`src/rtl/filter_pkg.sv`:
```
// Shared types and constants for the biquad sequencer: FSM states, tap indices,
// the passthrough coefficient and the output saturation limits.
package filter_pkg;

  typedef enum logic [2:0] {
    ST_IDLE  = 3'd0,
    ST_ISSUE = 3'd1,
    ST_DRAIN = 3'd2,
    ST_WRITE = 3'd3,
    ST_OUT   = 3'd4
  } state_e;

  localparam int DATA_W_DEF = 32;
  localparam int COEF_W_DEF = 18;
  localparam int FRAC_DEF   = 16;
  localparam int ACC_W_DEF  = 56;
  localparam int NTAPS      = 5;

  localparam logic [2:0] TAP_B0 = 3'd0;
  localparam logic [2:0] TAP_B1 = 3'd1;
  localparam logic [2:0] TAP_B2 = 3'd2;
  localparam logic [2:0] TAP_A1 = 3'd3;
  localparam logic [2:0] TAP_A2 = 3'd4;

  // Unity gain in Q2.16
  localparam logic signed [COEF_W_DEF-1:0] COEF_PASS = 18'sh10000;

  localparam logic signed [DATA_W_DEF-1:0] SAT_MAX = 32'sh7FFFFFFF;
  localparam logic signed [DATA_W_DEF-1:0] SAT_MIN = 32'sh80000000;

endpackage

```
`src/rtl/filter_mac.sv`:
```
// Multiply-accumulate datapath: signed tap*coef products summed or subtracted
// into a wide accumulator, then scaled down by FRAC and clamped to the sample range.
module filter_mac
  import filter_pkg::*;
#(
  parameter int DATA_W = DATA_W_DEF,
  parameter int COEF_W = COEF_W_DEF,
  parameter int FRAC   = FRAC_DEF,
  parameter int ACC_W  = ACC_W_DEF
) (
  input  logic                     clk,
  input  logic                     reset_n,
  input  logic                     clr_i,
  input  logic                     acc_i,
  input  logic                     sub_i,
  input  logic signed [DATA_W-1:0] sample_i,
  input  logic signed [COEF_W-1:0] coef_i,
  output logic signed [DATA_W-1:0] y_o,
  output logic                     sat_o
);

  localparam int PROD_W = DATA_W + COEF_W;
  localparam int YS_W   = ACC_W - FRAC;
  localparam logic signed [YS_W-1:0] YS_HI = YS_W'(SAT_MAX);
  localparam logic signed [YS_W-1:0] YS_LO = YS_W'(SAT_MIN);

  logic signed [PROD_W-1:0] prod_s;
  logic signed [ACC_W-1:0]  prod_ext_s;
  logic signed [ACC_W-1:0]  acc_d;
  logic signed [ACC_W-1:0]  acc_q;
  logic signed [YS_W-1:0]   ys_s;

  // Product, accumulator next value, floor-scaled result and clamp
  always_comb begin
    prod_s     = PROD_W'(sample_i) * PROD_W'(coef_i);
    prod_ext_s = ACC_W'(prod_s);
    acc_d      = acc_q;
    if (clr_i) begin
      acc_d = '0;
    end else if (acc_i) begin
      acc_d = sub_i ? (acc_q - prod_ext_s) : (acc_q + prod_ext_s);
    end else begin
      acc_d = acc_q;
    end
    ys_s  = YS_W'(acc_q >>> FRAC);
    sat_o = 1'b0;
    y_o   = ys_s[DATA_W-1:0];
    if (ys_s > YS_HI) begin
      y_o   = SAT_MAX;
      sat_o = 1'b1;
    end else if (ys_s < YS_LO) begin
      y_o   = SAT_MIN;
      sat_o = 1'b1;
    end else begin
      y_o   = ys_s[DATA_W-1:0];
      sat_o = 1'b0;
    end
  end

  // Accumulator register
  always_ff @(posedge clk or negedge reset_n) begin
    if (!reset_n) begin
      acc_q <= '0;
    end else begin
      acc_q <= acc_d;
    end
  end

endmodule

```
`src/rtl/filter_seq_ctrl.sv`:
```
// Biquad sequencer: drives the external 5-entry history memory, walks the taps
// through filter_mac and hands y[n] out on valid/ready; owns the coefficient banks.
module filter_seq_ctrl
  import filter_pkg::*;
#(
  parameter int DATA_W = DATA_W_DEF,
  parameter int COEF_W = COEF_W_DEF,
  parameter int FRAC   = FRAC_DEF,
  parameter int ACC_W  = ACC_W_DEF
) (
  input  logic                     clk,
  input  logic                     reset_n,
  input  logic                     in_valid,
  output logic                     in_ready,
  input  logic signed [DATA_W-1:0] in_data,
  output logic                     x_enable,
  output logic                     y_enable,
  output logic [2:0]               dir,
  output logic [DATA_W-1:0]        mem_x,
  output logic [DATA_W-1:0]        mem_y,
  input  logic signed [DATA_W-1:0] mem_out,
  input  logic                     coef_we,
  input  logic [2:0]               coef_addr,
  input  logic signed [COEF_W-1:0] coef_wdata,
  input  logic                     coef_commit,
  output logic                     commit_pending,
  output logic                     out_valid,
  input  logic                     out_ready,
  output logic [DATA_W-1:0]        out_data,
  output logic                     sat_sticky,
  input  logic                     sat_clear
);

  state_e                    state_q;
  logic [2:0]                dir_q;
  logic [2:0]                tap_q;
  logic                      tap_vld_q;
  logic                      in_ready_q;
  logic                      y_en_q;
  logic                      out_valid_q;
  logic [DATA_W-1:0]         out_data_q;
  logic                      pend_q;
  logic                      sat_q;
  logic signed [COEF_W-1:0]  act_q [NTAPS];
  logic signed [COEF_W-1:0]  shd_q [NTAPS];

  logic                      accept_s;
  logic                      apply_s;
  logic                      sub_s;
  logic signed [COEF_W-1:0]  coef_s;
  logic signed [DATA_W-1:0]  mac_y_s;
  logic                      mac_sat_s;

  // Accept and bank-apply are mutually exclusive, so an in-flight sample never sees a bank swap
  always_comb begin
    accept_s = (state_q == ST_IDLE) && in_ready_q && in_valid;
    apply_s  = (state_q == ST_IDLE) && !accept_s && pend_q;
    sub_s    = (tap_q == TAP_A1) || (tap_q == TAP_A2);
    case (tap_q)
      TAP_B0:  coef_s = act_q[0];
      TAP_B1:  coef_s = act_q[1];
      TAP_B2:  coef_s = act_q[2];
      TAP_A1:  coef_s = act_q[3];
      TAP_A2:  coef_s = act_q[4];
      default: coef_s = '0;
    endcase
  end

  assign x_enable       = accept_s;
  assign mem_x          = accept_s ? in_data : '0;
  assign y_enable       = y_en_q;
  assign mem_y          = y_en_q ? mac_y_s : '0;
  assign dir            = dir_q;
  assign in_ready       = in_ready_q;
  assign out_valid      = out_valid_q;
  assign out_data       = out_data_q;
  assign commit_pending = pend_q;
  assign sat_sticky     = sat_q;

  filter_mac #(
    .DATA_W(DATA_W),
    .COEF_W(COEF_W),
    .FRAC  (FRAC),
    .ACC_W (ACC_W)
  ) u_mac (
    .clk     (clk),
    .reset_n (reset_n),
    .clr_i   (accept_s),
    .acc_i   (tap_vld_q),
    .sub_i   (sub_s),
    .sample_i(mem_out),
    .coef_i  (coef_s),
    .y_o     (mac_y_s),
    .sat_o   (mac_sat_s)
  );

  // Sequencer FSM; mem_out lags dir by one cycle, so tap_q/tap_vld_q trail dir_q
  always_ff @(posedge clk or negedge reset_n) begin
    if (!reset_n) begin
      state_q     <= ST_IDLE;
      dir_q       <= 3'd0;
      tap_q       <= 3'd0;
      tap_vld_q   <= 1'b0;
      in_ready_q  <= 1'b0;
      y_en_q      <= 1'b0;
      out_valid_q <= 1'b0;
      out_data_q  <= '0;
    end else begin
      tap_q     <= dir_q;
      tap_vld_q <= (state_q == ST_ISSUE);
      y_en_q    <= 1'b0;
      case (state_q)
        ST_IDLE: begin
          in_ready_q <= 1'b1;
          if (accept_s) begin
            dir_q      <= TAP_B0;
            in_ready_q <= 1'b0;
            state_q    <= ST_ISSUE;
          end
        end
        ST_ISSUE: begin
          if (dir_q == TAP_A2) begin
            state_q <= ST_DRAIN;
          end else begin
            dir_q <= dir_q + 3'd1;
          end
        end
        ST_DRAIN: begin
          y_en_q  <= 1'b1;
          state_q <= ST_WRITE;
        end
        ST_WRITE: begin
          out_data_q  <= mac_y_s;
          out_valid_q <= 1'b1;
          state_q     <= ST_OUT;
        end
        ST_OUT: begin
          if (out_ready) begin
            out_valid_q <= 1'b0;
            in_ready_q  <= 1'b1;
            state_q     <= ST_IDLE;
          end
        end
        default: begin
          in_ready_q  <= 1'b0;
          out_valid_q <= 1'b0;
          state_q     <= ST_IDLE;
        end
      endcase
    end
  end

  // Shadow/active coefficient banks and the pending-commit flag
  always_ff @(posedge clk or negedge reset_n) begin
    if (!reset_n) begin
      for (int i = 0; i < NTAPS; i++) begin
        act_q[i] <= (i == 0) ? COEF_W'(COEF_PASS) : '0;
        shd_q[i] <= (i == 0) ? COEF_W'(COEF_PASS) : '0;
      end
      pend_q <= 1'b0;
    end else begin
      for (int i = 0; i < NTAPS; i++) begin
        if (coef_we && (coef_addr == 3'(i))) begin
          shd_q[i] <= coef_wdata;
        end
        if (apply_s) begin
          act_q[i] <= shd_q[i];
        end
      end
      pend_q <= coef_commit || (pend_q && !apply_s);
    end
  end

  // Sticky saturation flag; clear wins over a same-cycle set
  always_ff @(posedge clk or negedge reset_n) begin
    if (!reset_n) begin
      sat_q <= 1'b0;
    end else if (sat_clear) begin
      sat_q <= 1'b0;
    end else begin
      sat_q <= sat_q || (y_en_q && mac_sat_s);
    end
  end

endmodule
```
`config.mk`:
```
export PLATFORM = sky130hd
export DESIGN_NAME = filter_seq_ctrl
export DESIGN_NICKNAME = d
export VERILOG_FILES = /design/src/rtl/filter_pkg.sv /design/src/rtl/filter_mac.sv /design/src/rtl/filter_seq_ctrl.sv
export SDC_FILE = /design/constraint.sdc
export NUM_CORES = 2
export LEC_CHECK = 0
export ABC_AREA = 1
export CORE_ASPECT_RATIO = 0.9
export CORE_MARGIN = 4
export CORE_UTILIZATION = 30
export CTS_BUF_LIST = sky130_fd_sc_hd__clkbuf_4 sky130_fd_sc_hd__clkbuf_8
export DETAILED_ROUTE_END_ITERATION = 8
export PLACE_DENSITY = 0.52
export SKIP_CTS_REPAIR_TIMING = 1
export SYNTH_ARGS = -nofsm -noshare
export SYNTH_HDL_FRONTEND = slang
export SYNTH_SLANG_ARGS = --single-unit
```
`constraint.sdc`:
```
create_clock -name clk -period 13.8 [get_ports clk]
set_clock_uncertainty 0.1 [all_clocks]
set_input_delay 2.76 -clock clk [delete_from_list [all_inputs] [get_ports clk]]
set_output_delay 2.76 -clock clk [all_outputs]
set_load 0.005 [all_outputs]
```
### Yosys cells after proc, flatten, opt, wreduce, memory -nomap -nowiden

Index checks and enable logic that the tools add are counted.

| operators by class | value |
|---|---|
| add/subtract/negate cells | 3 |
| multipliers | 1 |
| divide/modulo/power cells | 0 |
| order comparisons | 2 |
| equal/unequal tests | 17 |
| shift operators | 0 |
| mux-type cells | 24 |
| bitwise logic cells | 2 |
| reduce and logical (&&, ||, !) cells | 27 |

Operator list:

| kind | count |
|---|---|
| $mux 56 | 3 |
| $mux 32 | 4 |
| $pmux 18 s5 | 1 |
| $add 56x50->56 | 1 |
| $sub 56x50->56 | 1 |
| $mul 32x18->50 | 1 |
| $gt 40x32->1 const B | 1 |
| $lt 40x32->1 const B | 1 |
| $eq 3x2->1 const B | 6 |
| $mux 3 | 5 |
| $pmux 3 s5 | 1 |
| $eq 3x3->1 const B | 4 |
| $logic_and 1x1->1 | 11 |
| $eq 3x1->1 const B | 3 |
| $logic_not 3->1 | 3 |
| $mux 1 | 7 |
| $ne 2x2->1 const B | 3 |
| $pmux 1 s3 | 2 |
| $pmux 3 s2 | 1 |
| $reduce_and 3->1 | 2 |
| $reduce_or 3->1 | 2 |
| $reduce_and 2->1 | 2 |
| $reduce_bool 2->1 | 2 |
| $add 3x1->3 const B | 1 |
| 4 further kinds | 8 |

| storage, ports and cells | value |
|---|---|
| register bits | 283 |
| bits in latches | 0 |
| memory bits (writable) | 0 |
| bits in read-only memories | 0 |
| input bits | 92 |
| output and inout bits | 105 |
| word-level logic and storage cells | 97 |
| memories | 0 |

### Longest topological paths before layout

| logic depth | value |
|---|---|
| depth in word-level cells | 9 |
| gate-level depth with buffers | 58 |
| gate-level depth less buffers | 56 |

### By module

A second synthesis with hierarchy kept.

| unflattened totals | value |
|---|---|
| cells, all modules | 5488 |
| area, all modules | 39316.5 µm² |

Modules (own cells, without submodules):

| module | instances | cells each | area an instance (µm²) | seq. area each (µm²) |
|---|---|---|---|---|
| filter_mac | 1 | 4303 | 29485.8 | 1401.3 |
| filter_seq_ctrl | 1 | 1185 | 9830.7 | 5683.0 |

### Worst setup path before layout

No wires, ideal clock.

| path | value |
|---|---|
| path type | input -> register |
| start | input port mem_out[10] |
| end | register u_mac.acc_q[50] |
| setup time | 132 ps |
| arrival time | 10021 ps |
| required time | 13568 ps |
| slack | 3547 ps |
| cell stages on the path | 43 |
| path buffers | 2 |
| path through | buf_1 clkbuf_1 nand2_1 fa_1 inv_1 fa_1 inv_1 fa_1 inv_1 fa_1 inv_1 fa_1 inv_1 fa_1 ha_1 nand2_1 inv_1 nand2_1 [... 7 more ...] nand4_1 nand2_1 xor2_1 inv_1 ha_1 nand2_1 nor2_1 inv_1 nor2_1 and3_1 nand3_1 nand3_1 a21o_1 nand2_1 nand2_1 nand2_1 nand2_1 o22ai_1 |

| on the way | value |
|---|---|
| longest elaborated chain between the ends | 5 |
| elaborated cells on any way between the ends | 6 |
| those cells by class | 2 x add/sub; 1 x mul; 3 x mux |

RTL lines:

| element | RTL line | text |
|---|---|---|
| start: declaration | filter_seq_ctrl.sv:21 | `input logic signed [DATA_W-1:0] mem_out,` |
| $mul 32x18->50 (*) | filter_mac.sv:35 | `prod_s = PROD_W'(sample_i) * PROD_W'(coef_i);` |
| $add 56x50->56 / $sub 56x50->56 (equally long branches) | filter_mac.sv:41 | `acc_d = sub_i ? (acc_q - prod_ext_s) : (acc_q + prod_ext_s);` |
| $mux 56 (*) | filter_mac.sv:41 |  |
| $mux 56 (*) | filter_mac.sv:40 | `end else if (acc_i) begin` |
| $mux 56 (*) | filter_mac.sv:38 | `if (clr_i) begin` |
| end signal: assignment | filter_mac.sv:63 | `acc_q <= '0;` |
| end signal: assignment | filter_mac.sv:65 | `acc_q <= acc_d;` |
| end: declaration | filter_mac.sv:30 | `logic signed [ACC_W-1:0] acc_q;` |

Every way passes the cells marked *; elsewhere a longest branch is shown, timed or not. The select of a mux whose other input is x is not followed.
A chain may end at the register's enable or synchronous reset.

### Worst setup path in the final report

| path | value |
|---|---|
| start | register tap_q[2] |
| end | register u_mac.acc_q[50] |

| on the way | value |
|---|---|
| longest elaborated chain between the ends | 7 |
| elaborated cells on any way between the ends | 13 |
| those cells by class | 2 x add/sub; 1 x mul; 4 x eq/ne; 4 x mux; 2 x reduce/logical |

RTL lines:

| element | RTL line | text |
|---|---|---|
| start: declaration | filter_seq_ctrl.sv:36 | `logic [2:0] tap_q;` |
| start signal: assignment | filter_seq_ctrl.sv:109 | `tap_q <= dir_q;` |
| $eq 3x3->1, or another cell as far along | filter_seq_ctrl.sv:58, filter_seq_ctrl.sv:59 |  |
| $pmux 18 s5 | filter_seq_ctrl.sv:59 | `case (tap_q)` |
| $mul 32x18->50 | filter_mac.sv:35 |  |
| $add 56x50->56 / $sub 56x50->56 (equally long branches) | filter_mac.sv:41 |  |
| $mux 56 (*) | filter_mac.sv:41 |  |
| $mux 56 (*) | filter_mac.sv:40 |  |
| $mux 56 (*) | filter_mac.sv:38 |  |

Marked as above.

==> impl_metrics.toml <==
[sta]
setup_tns_ns = 0
tightest_slew_ns = 1.33
slew_violations = 0
setup_viol = 0
max_freq_mhz = 82.9
finalHoldViolCount = 0
relSlewSlack_pct = 10.7
fin_crit_sh_pct = 87.4
fin_crit_ns = 12.06
rsz0062_at_grt = "false"

[synthesis]
async_flop_share_pct = 100
syn_nets = 5957
synth_top_cell_by_area = "fa_1"
ys_ff_latch = 283
synth_top_area_share_pct = 29.2
syn_avg_cell_area_um2 = 7.40
syn_inst = 5132
synth_edf_count = 0
netlist-cell-type-count = 49
seq_area_frac_synth_pct = 18.7
yosysWarningCount = 0
syn_area_um2 = 38000
ys.flop_type = "dfrtp_1"
synth_top_cells_by_area = "fa_1 (29%), dfrtp_1 (19%), nand2_1 (13%), inv_1 (12%), ha_1 (5.9%)"

[setup_path]
crit_top_cell = "inv_1"
crit_fanout = 22
endpoint_kind = "flip-flop"
worstSetupPathType = "flip-flop to flip-flop"
crit_arrival_ns = 12.46
max_stage_delay_ns = 0.88
slowest_stage = "inv_1"
critPathLaunchType = "flip-flop"
required_ns = 14.20

[cells_and_area]
area_growth_pct = 13.4
nNetsFinal = 6101
drive_gt1_share_pct = 4.33

[placed_design]
hpwl_um = 95800
place_congestion = 0.920
io_buffers = 196

[clocking]
cts_buffers = 51
root_buffer = "clkbuf_8"
htree_levels = 2
cts_tree = "done"
clk_pin_slew_worst_paths_ns = 0.06
clockBufferDepth = 3
clk_latency_ns = 0.64
cts_sinks = 283

[global_routing]
grt_max_degree = 109
grt_pass1_wl_um = 193000
antenna_found_initial = 2
overflow = 0
grt_pass1_vias = 33600
grt_usage_pct = 18.4

[routing]
detail-route-antenna-nets = 0
routed_wl_um = 120000
firstDrtPassIters = 6
drt_iter0_drc = 2260
viasPerCell = 4.59
post_drt_wl_per_cell_um = 17.1
num_vias = 32200
drc = 0

[die]
ios = 197
die_h_um = 346
core-area_um2 = 125000
die_area_um2 = 132000
rows = 123
initial_core_util_pct = 30.3
fp.dieW_um = 383

[outcome]
outcome = "finished, final reports clean"

[run]
max_cap_violations = 0

[min_path]
hold_path_class = "flip-flop to flip-flop"
[kinds of logic (layout without fill, tap and decap cells)]
family	Yosys count	after routing	share of synthesized area, %
AO/OA/AOI/OAI	601	601	8.55
other	0	2	0
buffers and inverters	1372	1555	13.6
adder cells (fa/ha/maj)	733	733	35.1
multiplexers	37	37	1.10
flip-flops	283	283	18.7
AND/OR/NAND/NOR	2036	2036	21.3
XOR/XNOR	70	70	1.69
[placed cells by master, fill, tap and decap left out, types with 8 or more instances in the layout]
cell type / synthesis / layout
mux2_2: 37 / 37
nand2_1: 1309 / 1309
o21bai_1: 17 / 17
nor2_2: 8 / 11
nand3_2: 10 / 11
nand3_1: 106 / 105
dfrtp_1: 281 / 281
inv_1: 1203 / 1203
nor3_1: 22 / 22
buf_4: 0 / 51
o21ai_0: 337 / 337
clkbuf_8: 0 / 67
ha_1: 179 / 179
a31oi_1: 20 / 20
o22ai_1: 25 / 25
o211ai_1: 21 / 21
clkbuf_4: 0 / 18
xor2_1: 45 / 45
a21oi_1: 143 / 142
fa_1: 554 / 554
nand2_2: 10 / 10
clkinv_1: 13 / 13
xnor2_1: 21 / 21
clkdlybuf4s50_1: 0 / 195
nor2_1: 513 / 509
a21o_1: 10 / 10
nand4_1: 25 / 25
nor4_1: 8 / 8
o31ai_1: 8 / 8
nand3b_1: 8 / 8
[worst paths after layout]
path	start	to	slack, ns	depth (start not counted)
worst max-delay path	tap_q[2]	u_mac.acc_q[50]	1.74	46
worst min-delay path	dir[1]	tap_q[1]	0.36	0
worst max register to register	tap_q[2]	u_mac.acc_q[50]	1.74	46
worst min register to register	dir[1]	tap_q[1]	0.36	0
max in group asynchronous	reset_n	act_q[72]	9.33	3
min in group asynchronous	reset_n	act_q[75]	1.95	1
[synthesized netlist by cell type, drive strengths merged, types with 13 or more instances]
master     n
a21oi    143
a31oi     20
buf       23
clkbuf   133
clkinv    13
dfrtp    281
fa       554
ha       179
inv     1203
mux2      37
nand2   1319
nand3    116
nand4     25
nor2     523
nor3      25
o211ai    21
o21ai    343
o21bai    17
o22ai     25
xnor2     24
xor2      46
[critical path, delay by kind of cell (launching register included)]
kind                       cells  cell delay (ns)
xor gates and xnor gates       2             0.59
adders and majority gates      8             3.83
and+or+nand+nor               17             2.60
buffers and inverters         12             2.51
AOI/OAI and AO/OA              7             1.83
DFF                            1             0.40
[layer usage]
layer / share of wire [%] / vias up / GRT usage, %
li1: - / 15600 / -
met1: 46 / 15700 / 25.2
met2: 48 / 782 / 31.4
met3: 4.9 / 120 / 2.25
met4: 1.7 / 0 / 3.24
met5: 0 / - / 0
[layout make-up]
class / count / area (µm²)
fillers: 13600 / 82200
multi-input cells: 3477 / 25700
flip-flops and latches: 283 / 7080
inverters: 1216 / 4560
repair buffers: 247 / 2350
well taps: 1687 / 2110
clock buffers: 85 / 1060
clock inverters: 7 / 128
diodes: 2 / 5.00
[flip-flops by register name, summed over array words and instances (netlist names), 3 cells and up]
signal,cells
u_mac.acc_q,56
shd_q,90
tap_q,3
out_data,32
act_q,90
dir,3
state_q,3
[stage by stage]
step	utilization, %	area, µm²	setup slack, ns	cells	hold slack (ns)
6_report	34.4	43000	1.74	7004	0.358
5_1_grt	34.4	43000	0.962	7004	0.396
4_1_cts	34.4	43000	1.83	7002	0.379
3_5_place_dp	33.4	41900	1.25	6910	0.347
3_3_place_gp	33.4	41900	1.12	6910	0.353
2_1_floorplan	-	38000	3.55	5132	0.318
Power is left out: the tool's default activity adds up to more than one toggle a clock period on the data nets, which glitch-free logic cannot reach.
